### config.mk
export PLATFORM = sky130hd
export DESIGN_NAME = vid_timing_gen
export DESIGN_NICKNAME = d
export VERILOG_FILES = /design/src/rtl/vid_timing_gen.sv
export SDC_FILE = /design/constraint.sdc
export NUM_CORES = 1
export LEC_CHECK = 0
export CORE_ASPECT_RATIO = 0.9
export CORE_UTILIZATION = 58
export CTS_BUF_LIST = sky130_fd_sc_hd__clkbuf_8
export DETAILED_ROUTE_END_ITERATION = 7
export PLACE_DENSITY = 0.82
export SYNTH_ARGS = -nofsm -noshare
export SYNTH_HDL_FRONTEND = slang
export SYNTH_SLANG_ARGS = --single-unit
export TNS_END_PERCENT = 20
### constraint.sdc
create_clock -name clk -period 3.05 [get_ports clk]
set_clock_uncertainty 0.2 [all_clocks]
set_input_delay 0.305 -clock clk [delete_from_list [all_inputs] [get_ports clk]]
set_output_delay 0.305 -clock clk [all_outputs]
set_load 0.01 [all_outputs]
### src/rtl/vid_timing_gen.sv
// Video timing generator: free-running h/v counters with registered sync/de/marker decode.
// Define VID_TIMING_GEN_SOF_EOL_EN to add the out_sof/out_eol stream markers.
module vid_timing_gen #(
  parameter int H_ACTIVE      = 1280,
  parameter int H_FRONT_PORCH = 110,
  parameter int H_SYNC_WIDTH  = 40,
  parameter int H_BACK_PORCH  = 220,
  parameter int V_ACTIVE      = 720,
  parameter int V_FRONT_PORCH = 5,
  parameter int V_SYNC_WIDTH  = 5,
  parameter int V_BACK_PORCH  = 20,
  parameter bit HSYNC_POL     = 1'b0,
  parameter bit VSYNC_POL     = 1'b0,
  parameter int OUT_DELAY     = 1,
  localparam int H_FRAME = H_ACTIVE + H_FRONT_PORCH
                         + H_SYNC_WIDTH + H_BACK_PORCH,
  localparam int V_FRAME = V_ACTIVE + V_FRONT_PORCH
                         + V_SYNC_WIDTH + V_BACK_PORCH,
  localparam int HW = $clog2(H_FRAME),
  localparam int VW = $clog2(V_FRAME)
) (
  input  logic          clk,
  input  logic          rst,
  input  logic          in_enable,
  output logic [HW-1:0] out_hcnt,
  output logic [VW-1:0] out_vcnt,
  output logic          out_hsync,
  output logic          out_vsync,
  output logic          out_de,
  output logic          out_frame_start,
`ifdef VID_TIMING_GEN_SOF_EOL_EN
  output logic          out_sof,
  output logic          out_eol,
`endif
  output logic          out_line_start
);

  localparam int HS_START = H_ACTIVE + H_FRONT_PORCH;
  localparam int HS_END   = HS_START + H_SYNC_WIDTH;
  localparam int VS_START = V_ACTIVE + V_FRONT_PORCH;
  localparam int VS_END   = (VS_START + V_SYNC_WIDTH) % V_FRAME;
  localparam int ND       = (OUT_DELAY < 1) ? 1 : OUT_DELAY;

  localparam logic [HW-1:0] H_LAST_C = HW'(H_FRAME - 1);
  localparam logic [HW-1:0] H_ACT_C  = HW'(H_ACTIVE);
  localparam logic [HW-1:0] H_EOL_C  = HW'(H_ACTIVE - 1);
  localparam logic [HW-1:0] HS_ST_C  = HW'(HS_START);
  localparam logic [HW-1:0] HS_EN_C  = HW'(HS_END);
  localparam logic [VW-1:0] V_LAST_C = VW'(V_FRAME - 1);
  localparam logic [VW-1:0] V_ACT_C  = VW'(V_ACTIVE);
  localparam logic [VW-1:0] VS_ST_C  = VW'(VS_START);
  localparam logic [VW-1:0] VS_EN_C  = VW'(VS_END);

  if (OUT_DELAY < 1 || OUT_DELAY > 4) begin : g_bad_delay
    $error("vid_timing_gen: OUT_DELAY must be 1..4");
  end
  if (H_FRONT_PORCH < 1 || H_SYNC_WIDTH < 1 || H_BACK_PORCH < 1 ||
      V_FRONT_PORCH < 1 || V_SYNC_WIDTH < 1 || V_BACK_PORCH < 1)
  begin : g_bad_timing
    $error("vid_timing_gen: porch and sync widths must be >= 1");
  end

  typedef struct packed {
    logic [HW-1:0] hcnt;
    logic [VW-1:0] vcnt;
    logic          hs;
    logic          vs;
    logic          de;
    logic          fs;
    logic          ls;
`ifdef VID_TIMING_GEN_SOF_EOL_EN
    logic          sof;
    logic          eol;
`endif
  } stage_t;

  logic [HW-1:0] hcnt_q, hcnt_d;
  logic [VW-1:0] vcnt_q, vcnt_d;
  logic          vs_q, vs_d;
  stage_t        stage_d;
  stage_t        pipe_q [ND];

  always_comb begin
    hcnt_d = hcnt_q + 1'b1;
    vcnt_d = vcnt_q;
    if (hcnt_q == H_LAST_C) begin
      hcnt_d = '0;
      vcnt_d = (vcnt_q == V_LAST_C) ? '0 : vcnt_q + 1'b1;
    end
  end

  // vs_d is both the flag's next value and vsync for the current count
  always_comb begin
    vs_d = vs_q;
    if (hcnt_q == HS_ST_C) begin
      if (vcnt_q == VS_ST_C)
        vs_d = 1'b1;
      else if (vcnt_q == VS_EN_C)
        vs_d = 1'b0;
    end
  end

  always_comb begin
    stage_d      = '0;
    stage_d.hcnt = hcnt_q;
    stage_d.vcnt = vcnt_q;
    stage_d.hs   = (hcnt_q >= HS_ST_C) && (hcnt_q < HS_EN_C);
    stage_d.vs   = vs_d;
    stage_d.de   = (hcnt_q < H_ACT_C) && (vcnt_q < V_ACT_C);
    stage_d.ls   = (hcnt_q == '0);
    stage_d.fs   = (hcnt_q == '0) && (vcnt_q == '0);
`ifdef VID_TIMING_GEN_SOF_EOL_EN
    stage_d.sof  = stage_d.de && stage_d.fs;
    stage_d.eol  = stage_d.de && (hcnt_q == H_EOL_C);
`endif
  end

  always_ff @(posedge clk) begin
    if (rst) begin
      hcnt_q <= '0;
      vcnt_q <= '0;
      vs_q   <= 1'b0;
      for (int i = 0; i < ND; i++)
        pipe_q[i] <= '0;
    end else if (in_enable) begin
      hcnt_q    <= hcnt_d;
      vcnt_q    <= vcnt_d;
      vs_q      <= vs_d;
      pipe_q[0] <= stage_d;
      for (int i = 1; i < ND; i++)
        pipe_q[i] <= pipe_q[i-1];
    end
  end

  // Pipeline carries asserted-true syncs; polarity applied at the pins
  assign out_hcnt        = pipe_q[ND-1].hcnt;
  assign out_vcnt        = pipe_q[ND-1].vcnt;
  assign out_hsync       = pipe_q[ND-1].hs ^ ~HSYNC_POL;
  assign out_vsync       = pipe_q[ND-1].vs ^ ~VSYNC_POL;
  assign out_de          = pipe_q[ND-1].de;
  assign out_frame_start = pipe_q[ND-1].fs;
  assign out_line_start  = pipe_q[ND-1].ls;
`ifdef VID_TIMING_GEN_SOF_EOL_EN
  assign out_sof         = pipe_q[ND-1].sof;
  assign out_eol         = pipe_q[ND-1].eol;
`endif

endmodule

==> flow_metrics.tcl, run 1 <==
set metrics [dict create \
    cp.arrival_ps 2480 \
    cts.sinks 48 \
    hold_buffers 0 \
    cts_made_buffers 5 \
    antenna_found_initial 0 \
    grtUsageTotal 0.2079 \
    synthesis.nets 250 \
    drt_iter0_markers 89 \
    critPathLaunchType "register" \
    grt_pass1_vias 1542 \
    cts_setup_buffers 0 \
    place_inst 285 \
    instances_no_fill 293 \
    p_leak_nw 0.9963 \
    fin_tns_setup_ps 0 \
    timing.final.hold_violations 0 \
    cts_resized 0 \
    syn-cell-area_um2 2441 \
    gp_congestion 0.8529 \
    drive_gt1_frac 0.07287 \
    cts_tree "built" \
    core_um2 3862 \
    wirelength_um 4193 \
    yosysTopAreaCellShare 0.3198 \
    drc 0 \
    synth_top_cell_by_area "edfxtp_1" \
    drtAntennaViolNets 0 \
    fin_nets 257 \
    period_share 0.8011 \
    num_vias 1682 \
    io_pins 29 \
    area_growth_pct 9.841 \
    dr.pass1.iters 4 \
    regArea_um2 1221 \
    synth_area_per_cell_um2 10.21 \
    design_area_um2 2681 \
    diodes 0 \
    ys_seq_area_frac 0.5003 \
    critPathCaptureType "register" \
    synth-main-ff-cell "edfxtp_1" \
    std_cell_rows 21 \
    overflow 0 \
    viasPerCell 5.741 \
    drv_slew 0 \
    die_h_um 63.55 \
    synth.distinct_cells 47 \
    initial_core_util 0.6320 \
    grt_pass1_wl_um 7238 \
    clkTransAtPathRegs_ps 80 \
    wl_per_cell_um 14.31 \
    worstMarginPinSlew_ps 754.0 \
    critPathKind "reg2reg" \
    hp-class "reg2reg" \
    max_freq_mhz 409.3 \
    period_minus_slack_ps 2443 \
    crit_fanout 10 \
    multiInputGateArea_um2 969.7 \
    place_ws_ps 409.9 \
    grt_start_max_net_pins 28 \
    p_per_area_nw_per_um2 432.7 \
    die_w_um 70.39 \
    synth-warning-count 0 \
    maxSlewHeadroom 0.4931 \
    port_buffers 28 \
    fill_cells 293 \
    ir_drop_uv 294.7 \
    cts_max_level 2 \
    synth.top_cells.by_area "edfxtp_1 (32%), dfxtp_1 (18%), buf_4 (6.5%)" \
    setup_viol 0 \
    drv_cap 0 \
    status "complete, no violations" \
    placed_cell_area_um2 2596 \
    synth_cells 239 \
    rsz0062_at_grt "false" \
    synth-edff-count 26 \
    async_flop_share 0 \
    cts_buffer_depth 2 \
    clock-root-buffer "clkbuf_8" \
    setup_slack_ps 606.6 \
    worstPathRequired_ps 3090 \
    dp_hpwl_um 2971 \
    ys_seq_elements 48 \
    clk_latency_ps 300 \
    die_area_um2 4473 \
]
kinds of logic (layout without fill, tap and decap cells):
logic type | count (synthesis) | after routing | share of synthesized area
xor+xnor | 9 | 9 | 0.03229
compound gates | 30 | 30 | 0.08611
buf+inv | 43 | 51 | 0.1025
simple gates | 101 | 101 | 0.2378
fa+ha+maj | 8 | 8 | 0.04101
flops | 48 | 48 | 0.5003
flip-flops by register name (all words and copies together) (netlist names):
| register | flops |
|---|---|
| pipe_q | 26 |
| hcnt_q | 11 |
| vcnt_q | 10 |
| vs_q | 1 |
critical path, cell delays in order (launching register included):
cell	delay, ps
dfxtp_1	420
inv_1	170
ha_1	170
nand4b_1	190
or3_1	570
or4_1	550
o21ai_1	120
placed cells by master, fill, tap and decap left out, types with 2 or more instances in the layout:
cell and n:
o211ai_1 3, nor2_1 21, or2_2 3, or4_1 4
xor2_1 8, nand3_1 10, and2_1 14, o21ai_0 7
nand4b_1 2, buf_4 3, edfxtp_1 26, clkbuf_8 5
nor4_1 3, a31o_2 2, a21oi_1 5, nand4_1 8
dfxtp_1 22, o31a_1 2, o31ai_1 2, nand2_1 12
or3_1 3, nand2b_1 2, clkdlybuf4s50_1 28, ha_1 8
and3_1 5, inv_1 12, and4_1 6
Yosys cell counts (4+ instances only):
library cell  number
a21oi_1            5
and2_1            14
and3_1             5
and4_1             6
buf_4             21
clkbuf_1           7
dfxtp_1           22
edfxtp_1          26
ha_1               8
inv_1             11
nand2_1           12
nand3_1           10
nand4_1            8
nor2_1            21
o21ai_0            7
or4_1              4
xor2_1             8
through the flow:
stage / utilization / hold slack [ps] / power, mW
after floorplan: - / 174.1 / 0.7811
after global placement: 0.6722 / 270.5 / 0.8121
after detailed placement: 0.6722 / 278.7 / 0.8149
after CTS: 0.6942 / 298.4 / 1.171
after global routing: 0.6942 / 327.7 / 1.210
final: 0.6942 / 301.0 / 1.160
metal layers:
metal  vias to the layer above  track usage  part of all wire
met5                         -            0                 0
met2                        67       0.2988              0.42
li1                        849            -                 -
met3                         4      0.07840             0.086
met1                       762       0.2960              0.48
met4                         0      0.04750            0.0079
power breakdown:
group,total (mW),switching [mW],internal [mW]
registers,0.709,0.00954,0.700
logic,0.0901,0.0451,0.0450
clock network,0.361,0.204,0.157
area by class of cell:
class,count,area share
multi-input combinational,148,0.3616
tap,46,0.02147
timing repair buffer,31,0.1129
inverter,12,0.01680
sequential,48,0.4554
clock inverter,3,0.006066
clock buffer,5,0.02566
worst paths after layout:
path                            slack (ps)                      to  cells after the start              startpoint
worst max-delay path                   610  vcnt_q[8]$_SDFFE_PP0P_                      6  hcnt_q[1]$_SDFFE_PP0P_
worst min register to register         300       vs_q$_SDFFE_PP0P_                      1       vs_q$_SDFFE_PP0P_
worst max register to register         610  vcnt_q[8]$_SDFFE_PP0P_                      6  hcnt_q[1]$_SDFFE_PP0P_
worst min-delay path                   300       vs_q$_SDFFE_PP0P_                      1       vs_q$_SDFFE_PP0P_
(Power assumes the default switching activity.)
==> inputs of run 2 (changes only) <==
--- a/config.mk
+++ b/config.mk
@@ -6,10 +6,10 @@
 export NUM_CORES = 1
 export LEC_CHECK = 0
 export CORE_ASPECT_RATIO = 0.9
-export CORE_UTILIZATION = 58
+export CORE_UTILIZATION = 52
 export CTS_BUF_LIST = sky130_fd_sc_hd__clkbuf_8
 export DETAILED_ROUTE_END_ITERATION = 7
-export PLACE_DENSITY = 0.82
+export PLACE_DENSITY = 0.78
 export SYNTH_ARGS = -nofsm -noshare
 export SYNTH_HDL_FRONTEND = slang
 export SYNTH_SLANG_ARGS = --single-unit
==> constraint.sdc (replaced) <==
create_clock -name clk -period 2.05 [get_ports clk]
set_clock_uncertainty 0.2 [all_clocks]
set_input_delay 0.205 -clock clk [delete_from_list [all_inputs] [get_ports clk]]
set_output_delay 0.205 -clock clk [all_outputs]
set_load 0.01 [all_outputs]
==> run 2 against run 1 <==
  * The run now ends with negative setup slack left
  * Fmax increased by 16%
  * Register-to-register slack got worse by 660 ps
  * Utilization fell by 2.6 points
  * Die area is 11% higher
  * Sequential share of layout area fell by 4.8 points
  * Cell count increased by 17%
  * Setup slack worse by 660 ps
  * Global-route usage rose by 1.0 points
  * Combinational power is 81% higher
==> flow_metrics.tcl, run 2 (synthesis gave the netlist of run 1 again) <==
set metrics [dict create \
    wl_per_cell_um 14.27 \
    critPathKind "reg2reg" \
    rsz0062_at_grt "true" \
    holdWs_ps 294.2 \
    final_common_cell "buf_4" \
    violations "negative setup slack" \
    status "finished with violations" \
    cts_max_level 2 \
    drt_iter0_markers 97 \
    hp-start "vs_q$_SDFFE_PP0P_" \
    setup_slack_ps -57.63 \
    cpMaxStageDelayCell "or4b_4" \
    io_pins 29 \
    core_um2 4489 \
    r2r_setup_slack_ps -60 \
    dp_hpwl_um 3501 \
    cts_buffer_depth 2 \
    finalPower_mw 1.757 \
    antenna_found_initial 0 \
    gp_congestion 0.9156 \
    reg_top3 "pipe_q (26), hcnt_q (11), vcnt_q (10)" \
    final_cell_mix "buf_4 (35), clkdlybuf4s50_1 (28), edfxtp_1 (26), nor2_1 (21), dfxtp_1 (21)" \
    critPathLaunch "hcnt_q[2]$_SDFFE_PP0P_" \
    clock-root-buffer "clkbuf_8" \
    die_area_um2 4973 \
    clk_latency_ps 310 \
    worstPathRequired_ps 2050 \
    grt_pass1_wl_um 7886 \
    crit_fanout 6 \
    die_w_um 74.22 \
    fin_tns_setup_ps -249.1 \
    viasPerCell 5.522 \
    p_per_area_nw_per_um2 585.5 \
    timing.final.hold_violations 0 \
    drv_slew 0 \
    initial_core_util 0.5438 \
    cts_tree "built" \
    worstMarginPinSlew_ps 568.9 \
    period_share 1.028 \
    drc 0 \
    drive_gt1_frac 0.2100 \
    fill_cells 347 \
    max_stage_delay_ps 540 \
    ir_drop_uv 324.6 \
    max_freq_mhz 474.5 \
    dr.pass1.iters 5 \
    maxSlewHeadroom 0.6185 \
    overflow 0 \
    p_leak_nw 1.177 \
    worstReg2RegStart "hcnt_q[2]$_SDFFE_PP0P_" \
    critPathLaunchType "register" \
    path_cells "or4b_4 -> or3_4 -> buf_2 -> buf_4 -> o211ai_1 -> o31ai_1" \
    cp.arrival_ps 2110 \
    largest_reg_flops 26 \
    grt_start_max_net_pins 28 \
    grtUsageTotal 0.2184 \
    worst-path-buf-inv 2 \
    num_vias 1894 \
    cts.sinks 48 \
    die_h_um 67 \
    top_register "pipe_q" \
    area_growth_pct 22.96 \
    setup_viol 5 \
    grt_pass1_vias 1706 \
    std_cell_rows 23 \
    drtAntennaViolNets 0 \
    drv_cap 0 \
    cp_top_family "simple AND/OR/NAND/NOR gates" \
    clkTransAtPathRegs_ps 90 \
    fin_nets 291 \
    period_minus_slack_ps 2108 \
    critPathCaptureType "register" \
    diodes 0 \
    hp-class "reg2reg" \
    cts_made_buffers 5 \
    port_buffers 28 \
    wirelength_um 4893 \
]
run 2: repair_timing:
item / CTS / global route
hold buffers: 0 / 0
resized for setup: 7 / 4
cloned: 0 / 0
pin swaps: 5 / 2
setup buffers: 3 / 0
endpoints found under the setup margin: 10 / 10
run 2: stage by stage:
stage	cells	cell area [um2]	utilization	setup WS, ps
after global routing	343	3002	0.6686	-96.01
after floorplan	239	2441	-	-215.0
final	343	3002	0.6686	-57.63
after global placement	332	2861	0.6374	-466.4
after detailed placement	332	2861	0.6374	-493.7
after CTS	343	2982	0.6642	-90.48
run 2: where the power goes:
group	leakage, nW	switching [mW]	internal [mW]	total (mW)
combinational	0.668	0.0799	0.0830	0.163
sequential	0.464	0.00799	1.04	1.05
clock	0.0453	0.314	0.232	0.546
run 2: path summary, 6_finish.rpt:
path                       endpoint  depth (start not counted)
min reg2reg       vs_q$_SDFFE_PP0P_                          1
min               vs_q$_SDFFE_PP0P_                          1
max reg2reg  vcnt_q[4]$_SDFFE_PP0P_                          6
max          vcnt_q[4]$_SDFFE_PP0P_                          6
run 2: area by class of cell:
| type | instances | area (um2) | share of cell area |
|---|---|---|---|
| clock inverters | 3 | 13.76 | 0.004585 |
| repair buffers | 65 | 568.0 | 0.1892 |
| clock buffers | 5 | 68.82 | 0.02293 |
| well taps | 62 | 77.57 | 0.02584 |
| multi-input cells | 148 | 1006 | 0.3351 |
| inverters | 12 | 45.04 | 0.01501 |
| flip-flops and latches | 48 | 1222 | 0.4073 |
run 2: worst register-to-register path: stages, from the launching register on:
cell      delay (ps)
dfxtp_1          320
or4b_4           540
or3_4            380
buf_2            170
buf_4            140
o211ai_1         160
o31ai_1           90
run 2: per-layer routing:
metal	GRT usage	wire [um]
met4	0.1179	109
met5	0	0
met1	0.2793	2231
met2	0.3489	2243
met3	0.03933	309
==> inputs of run 3 (changes only) <==
--- a/config.mk
+++ b/config.mk
@@ -10,6 +10,7 @@
 export CTS_BUF_LIST = sky130_fd_sc_hd__clkbuf_8
 export DETAILED_ROUTE_END_ITERATION = 7
 export PLACE_DENSITY = 0.78
+export REMOVE_ABC_BUFFERS = 1
 export SYNTH_ARGS = -nofsm -noshare
 export SYNTH_HDL_FRONTEND = slang
 export SYNTH_SLANG_ARGS = --single-unit
==> run 3 against run 2 <==
  * The run still ends with negative setup slack left
  * Cell area shrank 0.67%
  * Global-route usage shrank 0.46 points
  * Sequential share of layout area grew 0.27 points
  * First-iteration DRC count grew 67%
  * Largest cell class unchanged
  * Largest power group unchanged
==> flow_metrics.tcl, run 3 (synthesis gave the netlist of run 1 again) <==
set metrics [dict create \
    p_per_area_nw_per_um2 625.2 \
    grt_start_max_net_pins 28 \
    setup_slack_ps -52.63 \
    cp.arrival_ps 2140 \
    period_share 1.026 \
    viasPerCell 5.496 \
    antenna_found_initial 0 \
    cts_made_buffers 5 \
    regArea_um2 1222 \
    critPathKind "reg2reg" \
    p_leak_nw 1.179 \
    dp_hpwl_um 3446 \
    p_sw_mw 0.3888 \
    reg2regPathDepth 4 \
    gp_congestion 0.8944 \
    grt_pass1_wl_um 7831 \
    clk_latency_ps 300 \
    io_pins 29 \
    crit_fanout 7 \
    cp_num_cells 4 \
    die_h_um 67 \
    globalRouteMet3Util 0.03631 \
    path_cells "or4b_4 -> or3_4 -> or4_1 -> o21ai_1" \
    drc 0 \
    internal_power_mw 1.475 \
    period_minus_slack_ps 2103 \
    ir_drop_uv 289.9 \
    clock_power_share 0.353 \
    drt_iter0_markers 162 \
    worst-path-buf-inv 0 \
    clock-root-buffer "clkbuf_8" \
    final_util 0.6642 \
    largest_reg_flops 26 \
    finalPower_mw 1.864 \
    final_cell_mix "buf_4 (35), clkdlybuf4s50_1 (28), edfxtp_1 (26), nor2_1 (21), dfxtp_1 (21)" \
    use_met2 0.3205 \
    cts_buffer_depth 2 \
    wirelength_um 4863 \
    overflow 0 \
    timing.final.hold_violations 0 \
    final_common_cell "buf_4" \
    holdWs_ps 337.0 \
    critPathCaptureType "register" \
    setup_viol 4 \
    hp-class "reg2reg" \
    power_frac_comb 0.084 \
    fin_nets 289 \
    core_um2 4489 \
    wl_per_cell_um 14.26 \
    max_stage_delay_ps 540 \
    min_path_cells 1 \
    clkTransAtPathRegs_ps 80 \
    fill_cells 345 \
    max_freq_mhz 475.6 \
    swShare 0.2086 \
    rsz0062_at_grt "true" \
    worstPathRequired_ps 2090 \
    cp_top_family "simple AND/OR/NAND/NOR gates" \
    top_register "pipe_q" \
    worstMarginPinSlew_ps 631.9 \
    cts.sinks 48 \
    critPathLaunchType "register" \
    grtUsageTotal 0.2138 \
    cts_max_level 2 \
    status "finished with violations" \
    maxSlewHeadroom 0.5788 \
    std_cell_rows 23 \
    drive_gt1_frac 0.1935 \
    use_met1 0.3069 \
    diodes 0 \
    cpMaxStageDelayCell "or4b_4" \
    dr.pass1.iters 4 \
    drtAntennaViolNets 0 \
    port_buffers 28 \
    place_ws_ps -499.7 \
    reg_top3 "pipe_q (26), hcnt_q (11), vcnt_q (10)" \
    initial_core_util 0.5438 \
    num_vias 1874 \
    grt_pass1_vias 1628 \
    drv_slew 0 \
    seq_power_share 0.563 \
    multiInputGateArea_um2 985.9 \
    grt_busiest_layer "met2" \
    area_growth_pct 22.14 \
    drv_cap 0 \
    violations "negative setup slack" \
    die_w_um 74.22 \
    die_area_um2 4973 \
    cts_tree "built" \
]
[run 3: path summary, 6_finish.rpt]
path	start	endpoint	slack (ps)
worst max-delay path	hcnt_q[3]$_SDFFE_PP0P_	vcnt_q[8]$_SDFFE_PP0P_	-50
worst min-delay path	vs_q$_SDFFE_PP0P_	vs_q$_SDFFE_PP0P_	340
worst max register to register	hcnt_q[3]$_SDFFE_PP0P_	vcnt_q[8]$_SDFFE_PP0P_	-50
worst min register to register	vs_q$_SDFFE_PP0P_	vs_q$_SDFFE_PP0P_	340
[run 3: worst reg2reg max path: cells and delay by family, from the launching register on]
family | cells | cell delay, ps
compound gates | 1 | 120
simple gates | 3 | 1390
flops | 1 | 330
[run 3: timing repair]
| action | 4_1_cts | 5_1_grt |
|---|---|---|
| buffers inserted | 1 | 0 |
| setup endpoints to repair | 6 | 8 |
| hold buffers | 0 | 0 |
| pin swaps | 3 | 2 |
| resized for setup | 3 | 3 |
| cloned | 0 | 0 |
[run 3: cell type report]
class | count | share of cell area
clock inverters | 3 | 0.01301
multi-input cells | 148 | 0.3307
flip-flops and latches | 48 | 0.4100
inverters | 12 | 0.01511
well taps | 62 | 0.02602
clock buffers | 5 | 0.02308
repair buffers | 63 | 0.1821
[run 3: per-layer routing]
layer | vias to the layer above | wire (um)
met2 | 65 | 2241
met5 | - | 0
met1 | 888 | 2323
met3 | 7 | 212
li1 | 914 | -
met4 | 0 | 85
[run 3: power groups by stage]
stage               Combinational (mW)  Clock [mW]  Sequential, mW
floorplan                       0.0440           0            1.09
global placement                 0.153           0            1.07
detailed placement               0.155           0            1.07
CTS                              0.156       0.666            1.05
global route                     0.169       0.702            1.05
finish                           0.157       0.658            1.05
[run 3: through the flow]
| step | instances | area [um2] | TNS (ps) |
|---|---|---|---|
| 4_1_cts | 341 | 2970 | -279.5 |
| 5_1_grt | 341 | 2982 | -336.9 |
| 2_1_floorplan | 208 | 2236 | -496.3 |
| 6_report | 341 | 2982 | -91.28 |
| 3_5_place_dp | 332 | 2849 | -3664 |
| 3_3_place_gp | 332 | 2849 | -3174 |
